--- config.mk ---
export PLATFORM = sky130hd
export DESIGN_NAME = reservation_station_alu
export DESIGN_NICKNAME = d
export VERILOG_FILES = /design/src/rtl/superscalar_pkg.sv /design/src/rtl/rs_issue_select.sv /design/src/rtl/reservation_station_alu.sv
export SDC_FILE = /design/constraint.sdc
export NUM_CORES = 2
export LEC_CHECK = 0
export BUFFER_PORTS_ARGS = -buffer_cell sky130_fd_sc_hd__buf_2
export CORE_MARGIN = 2
export CORE_UTILIZATION = 40
export DETAILED_ROUTE_END_ITERATION = 6
export GPL_TIMING_DRIVEN = 0
export PLACE_DENSITY = 0.54
export SLEW_MARGIN = 30
export SYNTH_ARGS = -nofsm -noshare
export SYNTH_HDL_FRONTEND = slang
export SYNTH_SLANG_ARGS = --single-unit
--- constraint.sdc ---
create_clock -name clk -period 11.82 [get_ports clk]
set_input_delay 0.591 -clock clk [delete_from_list [all_inputs] [get_ports clk]]
set_output_delay 0.591 -clock clk [all_outputs]
set_load 0.02 [all_outputs]
--- src/rtl/superscalar_pkg.sv ---
// Shared widths and entry payload type for the out-of-order core's
// reservation stations.
package superscalar_pkg;

    localparam int unsigned PHYS_REG_W   = 6;
    localparam int unsigned NUM_CDB      = 3;
    localparam int unsigned CTRL_W       = 11;
    localparam int unsigned BRANCH_SEL_W = 3;

    // Width-independent part of an entry; tags, data, PCs and ages live in
    // parameter-sized arrays alongside it.
    typedef struct packed {
        logic [CTRL_W-1:0]       control_signals;
        logic [BRANCH_SEL_W-1:0] branch_sel;
        logic                    branch_prediction;
        logic                    src_a_ready;
        logic                    src_b_ready;
    } rs_entry_t;

endpackage

--- src/rtl/rs_issue_select.sv ---
// Oldest-first select: grants the eligible entry with the largest age.
module rs_issue_select #(
    parameter int unsigned DEPTH = 4,
    parameter int unsigned AGE_W = 2
) (
    input  logic [DEPTH-1:0]       valid,
    input  logic [DEPTH-1:0]       ready,
    input  logic [DEPTH*AGE_W-1:0] ages,
    output logic [DEPTH-1:0]       grant,
    output logic                   any_grant
);

    logic [DEPTH-1:0] eligible;

    always_comb begin
        eligible = valid & ready;
        grant    = '0;
        for (int i = 0; i < DEPTH; i++) begin
            grant[i] = eligible[i];
            for (int j = 0; j < DEPTH; j++) begin
                // Valid ages are unique; the index tie-break only keeps the grant one-hot.
                if (j != i && eligible[j] &&
                    ((ages[j*AGE_W +: AGE_W] > ages[i*AGE_W +: AGE_W]) ||
                     ((ages[j*AGE_W +: AGE_W] == ages[i*AGE_W +: AGE_W]) && (j < i)))) begin
                    grant[i] = 1'b0;
                end
            end
        end
        any_grant = |eligible;
    end

endmodule

--- src/rtl/reservation_station_alu.sv ---
// ALU reservation station: dispatch with CDB bypass, CDB wakeup, oldest-first
// issue with a stall-stable selection, flush and asynchronous reset.
module reservation_station_alu
    import superscalar_pkg::*;
#(
    parameter int unsigned DATA_WIDTH = 32,
    parameter int unsigned DEPTH      = 4,
    parameter int unsigned PHYS_W     = PHYS_REG_W
) (
    input  logic                      clk,
    input  logic                      rst_n,
    input  logic                      disp_valid,
    output logic                      disp_ready,
    input  logic [CTRL_W-1:0]         disp_control_signals,
    input  logic [BRANCH_SEL_W-1:0]   disp_branch_sel,
    input  logic                      disp_branch_prediction,
    input  logic [DATA_WIDTH-1:0]     disp_pc,
    input  logic [DATA_WIDTH-1:0]     disp_pc_value_at_prediction,
    input  logic [PHYS_W-1:0]         disp_rd_phys,
    input  logic                      disp_src_a_ready,
    input  logic [PHYS_W-1:0]         disp_src_a_tag,
    input  logic [DATA_WIDTH-1:0]     disp_src_a_data,
    input  logic                      disp_src_b_ready,
    input  logic [PHYS_W-1:0]         disp_src_b_tag,
    input  logic [DATA_WIDTH-1:0]     disp_src_b_data,
    input  logic                      cdb_valid_0,
    input  logic [PHYS_W-1:0]         cdb_tag_0,
    input  logic [DATA_WIDTH-1:0]     cdb_data_0,
    input  logic                      cdb_valid_1,
    input  logic [PHYS_W-1:0]         cdb_tag_1,
    input  logic [DATA_WIDTH-1:0]     cdb_data_1,
    input  logic                      cdb_valid_2,
    input  logic [PHYS_W-1:0]         cdb_tag_2,
    input  logic [DATA_WIDTH-1:0]     cdb_data_2,
    input  logic                      flush,
    output logic                      issue_valid,
    input  logic                      issue_ready,
    output logic [DATA_WIDTH-1:0]     issue_data_a,
    output logic [DATA_WIDTH-1:0]     issue_data_b,
    output logic [CTRL_W-1:0]         issue_control_signals,
    output logic [BRANCH_SEL_W-1:0]   issue_branch_sel,
    output logic                      issue_branch_prediction,
    output logic [DATA_WIDTH-1:0]     issue_pc,
    output logic [DATA_WIDTH-1:0]     issue_pc_value_at_prediction,
    output logic [PHYS_W-1:0]         issue_rd_phys_addr,
    output logic [$clog2(DEPTH):0]    rs_count
);

    localparam int unsigned IDX_W = $clog2(DEPTH);
    localparam int unsigned CNT_W = IDX_W + 1;

    logic [DEPTH-1:0]      valid_q, valid_d;
    logic [IDX_W-1:0]      age_q [DEPTH];
    logic [IDX_W-1:0]      age_d [DEPTH];
    rs_entry_t             entry_q [DEPTH];
    logic [PHYS_W-1:0]     tag_a_q [DEPTH];
    logic [PHYS_W-1:0]     tag_b_q [DEPTH];
    logic [PHYS_W-1:0]     rd_q    [DEPTH];
    logic [DATA_WIDTH-1:0] data_a_q [DEPTH];
    logic [DATA_WIDTH-1:0] data_b_q [DEPTH];
    logic [DATA_WIDTH-1:0] pc_q     [DEPTH];
    logic [DATA_WIDTH-1:0] pc_pred_q [DEPTH];

    logic                  lock_q, lock_d;
    logic [DEPTH-1:0]      lock_grant_q, lock_grant_d;

    logic [NUM_CDB-1:0]    cdb_valid;
    logic [PHYS_W-1:0]     cdb_tag  [NUM_CDB];
    logic [DATA_WIDTH-1:0] cdb_data [NUM_CDB];

    assign cdb_valid   = {cdb_valid_2, cdb_valid_1, cdb_valid_0};
    assign cdb_tag[0]  = cdb_tag_0;
    assign cdb_tag[1]  = cdb_tag_1;
    assign cdb_tag[2]  = cdb_tag_2;
    assign cdb_data[0] = cdb_data_0;
    assign cdb_data[1] = cdb_data_1;
    assign cdb_data[2] = cdb_data_2;

    // Returns {hit, data}; scanning downward lets the lowest matching CDB win.
    function automatic logic [DATA_WIDTH:0] cdb_lookup(input logic [PHYS_W-1:0] tag);
        logic [DATA_WIDTH:0] res;
        res = '0;
        for (int k = NUM_CDB - 1; k >= 0; k--) begin
            if (cdb_valid[k] && (cdb_tag[k] == tag)) res = {1'b1, cdb_data[k]};
        end
        return res;
    endfunction

    logic [DATA_WIDTH:0] look_a [DEPTH];
    logic [DATA_WIDTH:0] look_b [DEPTH];
    logic [DATA_WIDTH:0] disp_look_a, disp_look_b;

    always_comb begin
        for (int i = 0; i < DEPTH; i++) begin
            look_a[i] = cdb_lookup(tag_a_q[i]);
            look_b[i] = cdb_lookup(tag_b_q[i]);
        end
        disp_look_a = cdb_lookup(disp_src_a_tag);
        disp_look_b = cdb_lookup(disp_src_b_tag);
    end

    logic [CNT_W-1:0] count;
    logic [IDX_W-1:0] free_idx;

    always_comb begin
        count    = '0;
        free_idx = '0;
        for (int i = DEPTH - 1; i >= 0; i--) begin
            count = count + CNT_W'(valid_q[i]);
            if (!valid_q[i]) free_idx = IDX_W'(i);
        end
    end

    assign rs_count   = count;
    assign disp_ready = (count != CNT_W'(DEPTH));

    // Select runs on registered ready bits only, so a wakeup is visible one cycle later.
    logic [DEPTH-1:0]       src_ready;
    logic [DEPTH*IDX_W-1:0] ages_flat;
    logic [DEPTH-1:0]       sel_grant;
    logic [DEPTH-1:0]       grant;
    logic                   any_grant;

    always_comb begin
        for (int i = 0; i < DEPTH; i++) begin
            src_ready[i]                  = entry_q[i].src_a_ready & entry_q[i].src_b_ready;
            ages_flat[i*IDX_W +: IDX_W]   = age_q[i];
        end
    end

    rs_issue_select #(
        .DEPTH (DEPTH),
        .AGE_W (IDX_W)
    ) u_select (
        .valid     (valid_q),
        .ready     (src_ready),
        .ages      (ages_flat),
        .grant     (sel_grant),
        .any_grant (any_grant)
    );

    // A stalled offer stays pinned so a newly woken older entry cannot displace it.
    assign grant       = lock_q ? lock_grant_q : sel_grant;
    assign issue_valid = any_grant;

    logic [IDX_W-1:0] sel_age;

    always_comb begin
        sel_age                      = '0;
        issue_data_a                 = '0;
        issue_data_b                 = '0;
        issue_control_signals        = '0;
        issue_branch_sel             = '0;
        issue_branch_prediction      = 1'b0;
        issue_pc                     = '0;
        issue_pc_value_at_prediction = '0;
        issue_rd_phys_addr           = '0;
        for (int i = 0; i < DEPTH; i++) begin
            if (grant[i]) begin
                sel_age                      = age_q[i];
                issue_data_a                 = data_a_q[i];
                issue_data_b                 = data_b_q[i];
                issue_control_signals        = entry_q[i].control_signals;
                issue_branch_sel             = entry_q[i].branch_sel;
                issue_branch_prediction      = entry_q[i].branch_prediction;
                issue_pc                     = pc_q[i];
                issue_pc_value_at_prediction = pc_pred_q[i];
                issue_rd_phys_addr           = rd_q[i];
            end
        end
    end

    logic do_disp, do_issue;
    assign do_disp  = disp_valid & disp_ready;
    assign do_issue = issue_valid & issue_ready;

    // Ages stay a dense 0..count-1 ranking: entries older than the issued one close the gap.
    always_comb begin
        valid_d = valid_q;
        for (int i = 0; i < DEPTH; i++) begin
            age_d[i] = age_q[i];
            if (valid_q[i]) begin
                if (do_issue && grant[i]) begin
                    valid_d[i] = 1'b0;
                end else begin
                    if (do_disp) age_d[i] = age_d[i] + IDX_W'(1);
                    if (do_issue && (age_q[i] > sel_age)) age_d[i] = age_d[i] - IDX_W'(1);
                end
            end
        end
        if (do_disp) begin
            valid_d[free_idx] = 1'b1;
            age_d[free_idx]   = '0;
        end
        lock_d       = issue_valid & ~issue_ready;
        lock_grant_d = grant;
        if (flush) begin
            valid_d = '0;
            lock_d  = 1'b0;
        end
    end

    always_ff @(posedge clk or negedge rst_n) begin
        if (!rst_n) begin
            valid_q      <= '0;
            lock_q       <= 1'b0;
            lock_grant_q <= '0;
            for (int i = 0; i < DEPTH; i++) age_q[i] <= '0;
        end else begin
            valid_q      <= valid_d;
            lock_q       <= lock_d;
            lock_grant_q <= lock_grant_d;
            for (int i = 0; i < DEPTH; i++) age_q[i] <= age_d[i];
        end
    end

    always_ff @(posedge clk) begin
        for (int i = 0; i < DEPTH; i++) begin
            if (valid_q[i] && !entry_q[i].src_a_ready && look_a[i][DATA_WIDTH]) begin
                entry_q[i].src_a_ready <= 1'b1;
                data_a_q[i]            <= look_a[i][DATA_WIDTH-1:0];
            end
            if (valid_q[i] && !entry_q[i].src_b_ready && look_b[i][DATA_WIDTH]) begin
                entry_q[i].src_b_ready <= 1'b1;
                data_b_q[i]            <= look_b[i][DATA_WIDTH-1:0];
            end
        end
        if (do_disp) begin
            entry_q[free_idx].control_signals   <= disp_control_signals;
            entry_q[free_idx].branch_sel        <= disp_branch_sel;
            entry_q[free_idx].branch_prediction <= disp_branch_prediction;
            entry_q[free_idx].src_a_ready       <= disp_src_a_ready | disp_look_a[DATA_WIDTH];
            entry_q[free_idx].src_b_ready       <= disp_src_b_ready | disp_look_b[DATA_WIDTH];
            tag_a_q[free_idx]   <= disp_src_a_tag;
            tag_b_q[free_idx]   <= disp_src_b_tag;
            rd_q[free_idx]      <= disp_rd_phys;
            pc_q[free_idx]      <= disp_pc;
            pc_pred_q[free_idx] <= disp_pc_value_at_prediction;
            data_a_q[free_idx]  <= (!disp_src_a_ready && disp_look_a[DATA_WIDTH]) ?
                                   disp_look_a[DATA_WIDTH-1:0] : disp_src_a_data;
            data_b_q[free_idx]  <= (!disp_src_b_ready && disp_look_b[DATA_WIDTH]) ?
                                   disp_look_b[DATA_WIDTH-1:0] : disp_src_b_data;
        end
    end

endmodule

# Yosys cells after proc, flatten, opt, wreduce, memory -nomap -nowiden
# Memory sizes are Yosys's and may differ from the RTL's.
# Index checks and enable logic that the tools add are counted.
# op_classes
mux	143
n_bitwise	15
n_lt_le_gt_ge	20
addsub	11
reduce_logical	87
eq_ne	37
# op_table
op	n
2-to-1 mux 33 bit	30
2-to-1 mux 32 bit	18
equality test 6 bit	30
logical AND 1 bit	70
2-to-1 mux 2 bit	33
2-to-1 mux 1 bit	44
2-to-1 mux 11 bit	4
greater-than comparator 2 bit	16
2-to-1 mux 6 bit	4
equality test 2 bit	6
2-to-1 mux 3 bit	4
2-to-1 mux 4 bit	3
logical NOT 1 bit	10
adder 2 x 1 -> 2 bit (second input constant)	4
bitwise AND 8 bit	1
2-to-1 mux 8 bit	1
NOT 8 bit	1
subtractor 2 x 1 -> 2 bit (second input constant)	4
bitwise AND 1 bit	7
logical OR 1 bit	6
bitwise AND 4 bit	1
demux 2 bit (select 2 bit)	1
bitwise OR 4 bit	1
OR reduction 4 bit	1
other kinds (12)	13
# word_totals
wordCells	328
reg_bits	17
ram_bits	652
n_memories	8
output_inout_bits	154
inputBits	285
# mem_list
memory	depth	width	rd	rd_clocked_by_memory_dff	write_ports	line	rtl
data_a_q	4	32	4	0	5	reservation_station_alu.sv:59	logic [DATA_WIDTH-1:0] data_a_q [DEPTH];
data_b_q	4	32	4	0	5	reservation_station_alu.sv:60	logic [DATA_WIDTH-1:0] data_b_q [DEPTH];
pc_pred_q	4	32	4	0	1	reservation_station_alu.sv:62	logic [DATA_WIDTH-1:0] pc_pred_q [DEPTH];
pc_q	4	32	4	0	1	reservation_station_alu.sv:61	logic [DATA_WIDTH-1:0] pc_q [DEPTH];
entry_q	4	17	4	0	5	reservation_station_alu.sv:55	rs_entry_t entry_q [DEPTH];
rd_q	4	6	4	0	1	reservation_station_alu.sv:58	logic [PHYS_W-1:0] rd_q [DEPTH];
+2 memories	-	-	-	-	-	-	

# Depth between registers and ports, before layout
# An unclocked memory read counts as a cell.
# depth
depth_word	19
depth_mapped	19
depth_no_buf	16

# Modules after synthesis
# Synthesis repeated with hierarchy kept, for this count alone.
# hier_totals
cells_unflattened	3703
area_unflattened_um2	38304.2
# modules_own_cells
mod	seq_area_each_um2	n_inst	cells_per_inst	area_each_um2
reservation_station_alu	19924.1	1	3649	37920.1
rs_issue_select	0.0	1	54	384.1

# Least setup slack after synthesis
# OpenSTA, ideal clock, no wires.
# synth_timing
kind	register to register
start	register valid_q[3]
end	memory data_a_q[2][0] (enable)
slack_ns	5.222
t_required_ns	11.432
stages_incl_launch_ff	11
synth_period_minus_slack_ns	6.598
path_buffers	2
t_arrival_ns	6.210
setup_ns	0.388
path_cell_list	dfrtp_1 > fa_1 > ha_1 > ha_1 > or3b_2 > clkbuf_1 > nand3_1 > or3b_2 > inv_1 > clkbuf_1 > a21o_1
# synth_rtl
element	line	rtl
start, declared	reservation_station_alu.sv:52	logic [DEPTH-1:0] valid_q, valid_d;
start signal, assigned	reservation_station_alu.sv:210	valid_q <= valid_d;
end, declared	reservation_station_alu.sv:59	

# Worst setup path in the final report
# layout_timing
start	register valid_q[1]
end	output port issue_data_b[19]
# layout_via
elab_chain_len	10
elab_cells_between_ends	19
classes_between	mux: 15; bitwise: 1; reduce/logical: 3
# layout_rtl
element	line	rtl
bitwise AND 4 bit *	rs_issue_select.sv:16	eligible = valid & ready;
logical AND 1 bit	rs_issue_select.sv:22	if (j != i && eligible[j] &&
2-to-1 mux 1 bit (3 in series)	rs_issue_select.sv:22	
2-to-1 mux 4 bit *	reservation_station_alu.sv:143	assign grant = lock_q ? lock_grant_q : sel_grant;
2-to-1 mux 32 bit (3 in series)	reservation_station_alu.sv:159	if (grant[i]) begin
2-to-1 mux 32 bit *	reservation_station_alu.sv:159	
end, declared	reservation_station_alu.sv:39	output logic [DATA_WIDTH-1:0] issue_data_b,
# Every way passes the cells marked *; elsewhere a longest branch is shown, timed or not.

==> impl_metrics.env <==
export IMPL_numCtsBuffers=76
export IMPL_finalCriticalPeriod_ns=6.47
export IMPL_maxCapViolations=0
export IMPL_setup_viol=0
export IMPL_grt_use_met3_pct=12.5
export IMPL_drtPass1Iterations=7
export IMPL_chipWidth_um=314
export IMPL_ys_warn_count=0
export IMPL_clock_sinks=669
export IMPL_busiest_layer="met2"
export IMPL_synth_net_count=3918
export IMPL_num_rows=113
export IMPL_io_buffers=357
export IMPL_synth_simple_area_share_pct=9.15
export IMPL_final_util_pct=47.5
export IMPL_wl_mm=202
export IMPL_fin_hold_ws_ns=0.0955
export IMPL_cts_tree="done"
export IMPL_grt_max_degree=37
export IMPL_yosysTopAreaCellShare_pct=50.4
export IMPL_initial_core_util_pct=40.4
export IMPL_cts_root_buf="clkbuf_16"
export IMPL_hp_class="in -> reg"
export IMPL_cp_arrival_ns=5.88
export IMPL_met2_usage_pct=59.7
export IMPL_slowest_stage="clkbuf_1"
export IMPL_power_density_nw_per_um2=132
export IMPL_synth_top_family_by_area="compound AO/OA/AOI/OAI gates"
export IMPL_status="complete, but fails checks"
export IMPL_path_max_fanout=10
export IMPL_first_global_vias=35000
export IMPL_yosys_area_share_adder_pct=0.769
export IMPL_pre_cts_slack_ns=6.03
export IMPL_synth_seq_cells=669
export IMPL_leakage_nw=15.4
export IMPL_p_comb_share_pct=14.4
export IMPL_vdd_drop_max_mv=0.102
export IMPL_dpl_hpwl_mm=151
export IMPL_synthMuxAreaShare_pct=2.45
export IMPL_drt_iter0_drc=6114
export IMPL_critPathCaptureType="primary output"
export IMPL_drc=1
export IMPL_cpMostUsedCell="clkbuf_1"
export IMPL_syn_area_per_cell_um2=10.6
export IMPL_ys_types=92
export IMPL_fin_ws_ns=5.35
export IMPL_hold_violations=0
export IMPL_switching_share_pct=28.2
export IMPL_max_freq_mhz=155
export IMPL_syn_area_um2=38400
export IMPL_area_growth_pct=17.6
export IMPL_synth_compound_gate_area_share_pct=26.1
export IMPL_htree_levels=3
export IMPL_path_cells="clkbuf_1, nand3_1, nor2_1, o41a_1, clkbuf_1, clkbuf_1, clkbuf_1, o21ai_0, o21ai_0, buf_2"
export IMPL_cp_required_ns=11.23
export IMPL_violations="DRC"
export IMPL_ctsResizeCount=0
export IMPL_relSlewSlack_pct=20.2
export IMPL_synth_edf_count=644
export IMPL_finalPower_w=0.00598
export IMPL_wire_per_inst_um=37.3
export IMPL_syn_inst=3610
export IMPL_async_reset_ff_share_pct=2.54
export IMPL_fp_dieH_um=314
export IMPL_die_area_um2=98500
export IMPL_switchingPower_w=0.00169
export IMPL_clock_power_share_pct=39.9
export IMPL_start_kind="flip-flop"
export IMPL_via_count=37200
export IMPL_power_internal_w=0.00429
export IMPL_worst_setup_path_type="reg -> out"
export IMPL_grt_usage_pct=39.8
export IMPL_cts_buffer_depth=3
export IMPL_postRouteAntennaNets=0
export IMPL_path_clk_slew_ns=0.06
export IMPL_synth_top_area_cell="edfxtp_1"
export IMPL_grt_ovfl_total=0
export IMPL_worst_pin_slew_ns=1.20
export IMPL_nets=4387
export IMPL_gp_congestion=1.04
export IMPL_ys_flop_type="edfxtp_1"
export IMPL_finalCritPeriodShare_pct=54.7
export IMPL_grt_setup_unrepaired="no"
export IMPL_grt_pass1_wl_mm=276
export IMPL_synthTopCellsByArea="edfxtp_1 (50%), o21ai_0 (5.9%), a221oi_1 (5.7%), clkbuf_1 (3.0%), nand2_1 (2.5%)"
export IMPL_drive_above_1_share_pct=18.8
export IMPL_antenna_found_initial=39
export IMPL_clock_latency_ns=0.72
export IMPL_fp_coreArea_um2=95000
export IMPL_place_inst=5264
export IMPL_ioPinCount=439
export IMPL_use_met1_pct=51.1
export IMPL_via_per_inst=6.87
export IMPL_final_max_slew_viol_count=0
export IMPL_skew_ns=0.0615
export IMPL_seqPwrFrac_pct=45.7
export IMPL_synth_xor_area_share_pct=4.20
export IMPL_max_stage_delay_ns=0.87
export IMPL_instances_no_fill=5415
export IMPL_ys_seq_area_share_pct=51.9
cell type report:
class	count	area (um^2)
sequential	669	19900
antenna	13	32.5
clock inverter	43	483
timing repair buffer	391	2450
fill	9052	49900
multi-input combinational	2432	16500
tap	1265	1580
buffer	414	1760
clock buffer	93	2000
inverter	95	357
critical path: cells and delay by family (launching register included):
| family | cells | cell delay, ns |
|---|---|---|
| AND/OR/NAND/NOR | 2 | 0.57 |
| flip-flops | 1 | 0.37 |
| buffers and inverters | 5 | 3.19 |
| AO/OA/AOI/OAI | 3 | 1.04 |
through the flow:
stage | instance area, um^2 | TNS, ns
after global placement | 41800 | -0.189
after detailed placement | 42600 | 0
after CTS | 45100 | 0
after floorplan | 38400 | 0
final | 45100 | 0
after global routing | 45100 | 0
path summary, 6_finish.rpt:
path	slack, ns	from	to	depth (start not counted)
worst max-delay path	5.35	valid_q[1]	issue_data_b[19]	10
worst min-delay path	0.1	issue_ready	lock_q	2
worst max register to register	5.69	valid_q[3]	data_b_q[2][8]	11
worst min register to register	0.54	lock_grant_q[0]	lock_grant_q[0]	2
max in group asynchronous	11.13	rst_n	lock_grant_q[3]	2
min in group asynchronous	0.38	rst_n	age_q[3]	2
synth_stat cells, types with 23 or more instances:
library cell and number:
a221oi_1 252, nand2_1 259, a22oi_1 56, a311oi_1 27, o311ai_0 27, o21ai_1 24, nor3b_1 47, o211ai_1 23
edfxtp_1 644, a31oi_1 64, clkbuf_1 302, buf_2 57, inv_1 91, o22ai_1 51, nor3_1 79, xnor2_1 98
o221ai_1 38, a21o_1 36, nor2_1 69, buf_1 35, a21oi_1 140, xor2_1 86, nand3_1 132, nand4_1 32
a221o_1 60, mux2_2 71, o21ai_0 455
placed cells by master (no fill, tap or decap), types with 51 or more instances in the layout:
cell       Yosys  final
clkbuf_1     302    294
nor2_1        69     67
clkbuf_16      0     77
nand3_1      132    132
inv_1         91     91
a31oi_1       64     64
o22ai_1       51     51
nand2_1      259    259
a221o_1       60     60
buf_2         57    416
a22oi_1       56     56
xor2_1        86     86
nor3_1        79     75
o21ai_0      455    448
a221oi_1     252    252
a21oi_1      140    140
xnor2_1       98     98
mux2_2        71     71
edfxtp_1     644    644
cell families after synthesis:
family / after synthesis
compound gates: 1434
simple gates: 706
flops: 669
buf+inv: 509
xor+xnor: 184
mux: 85
fa+ha+maj: 23
power groups by stage:
stage | sequential, W | combinational, W | clock [W]
3_3_place_gp | 0.00279 | 0.000803 | 0
3_5_place_dp | 0.00278 | 0.000829 | 0
4_1_cts | 0.00273 | 0.000831 | 0.00240
5_1_grt | 0.00274 | 0.000889 | 0.00250
2_1_floorplan | 0.00278 | 0.000432 | 0
6_report | 0.00273 | 0.000862 | 0.00238
registers in the layout (all words and copies together) (netlist names):
signal	flops
data_a_q	128
data_b_q	128
pc_pred_q	128
pc_q	128
entry_q	68
rd_q	24
tag_a_q	24
tag_b_q	24
age_q	8
lock_grant_q	4
valid_q	4
lock_q	1
metal layers:
metal  wire, um  part of all wire, %
met2      87000                   43
met4      13500                  6.7
met1      77500                   38
met5        195                0.096
met3      24100                   12
repair_timing:
action / in CTS / in global routing
hold buffers: 1 / 0
endpoints found under the hold margin: 17 / 0
setup buffers: 0 / 0
No activity file was read; power rests on OpenSTA's default activity.
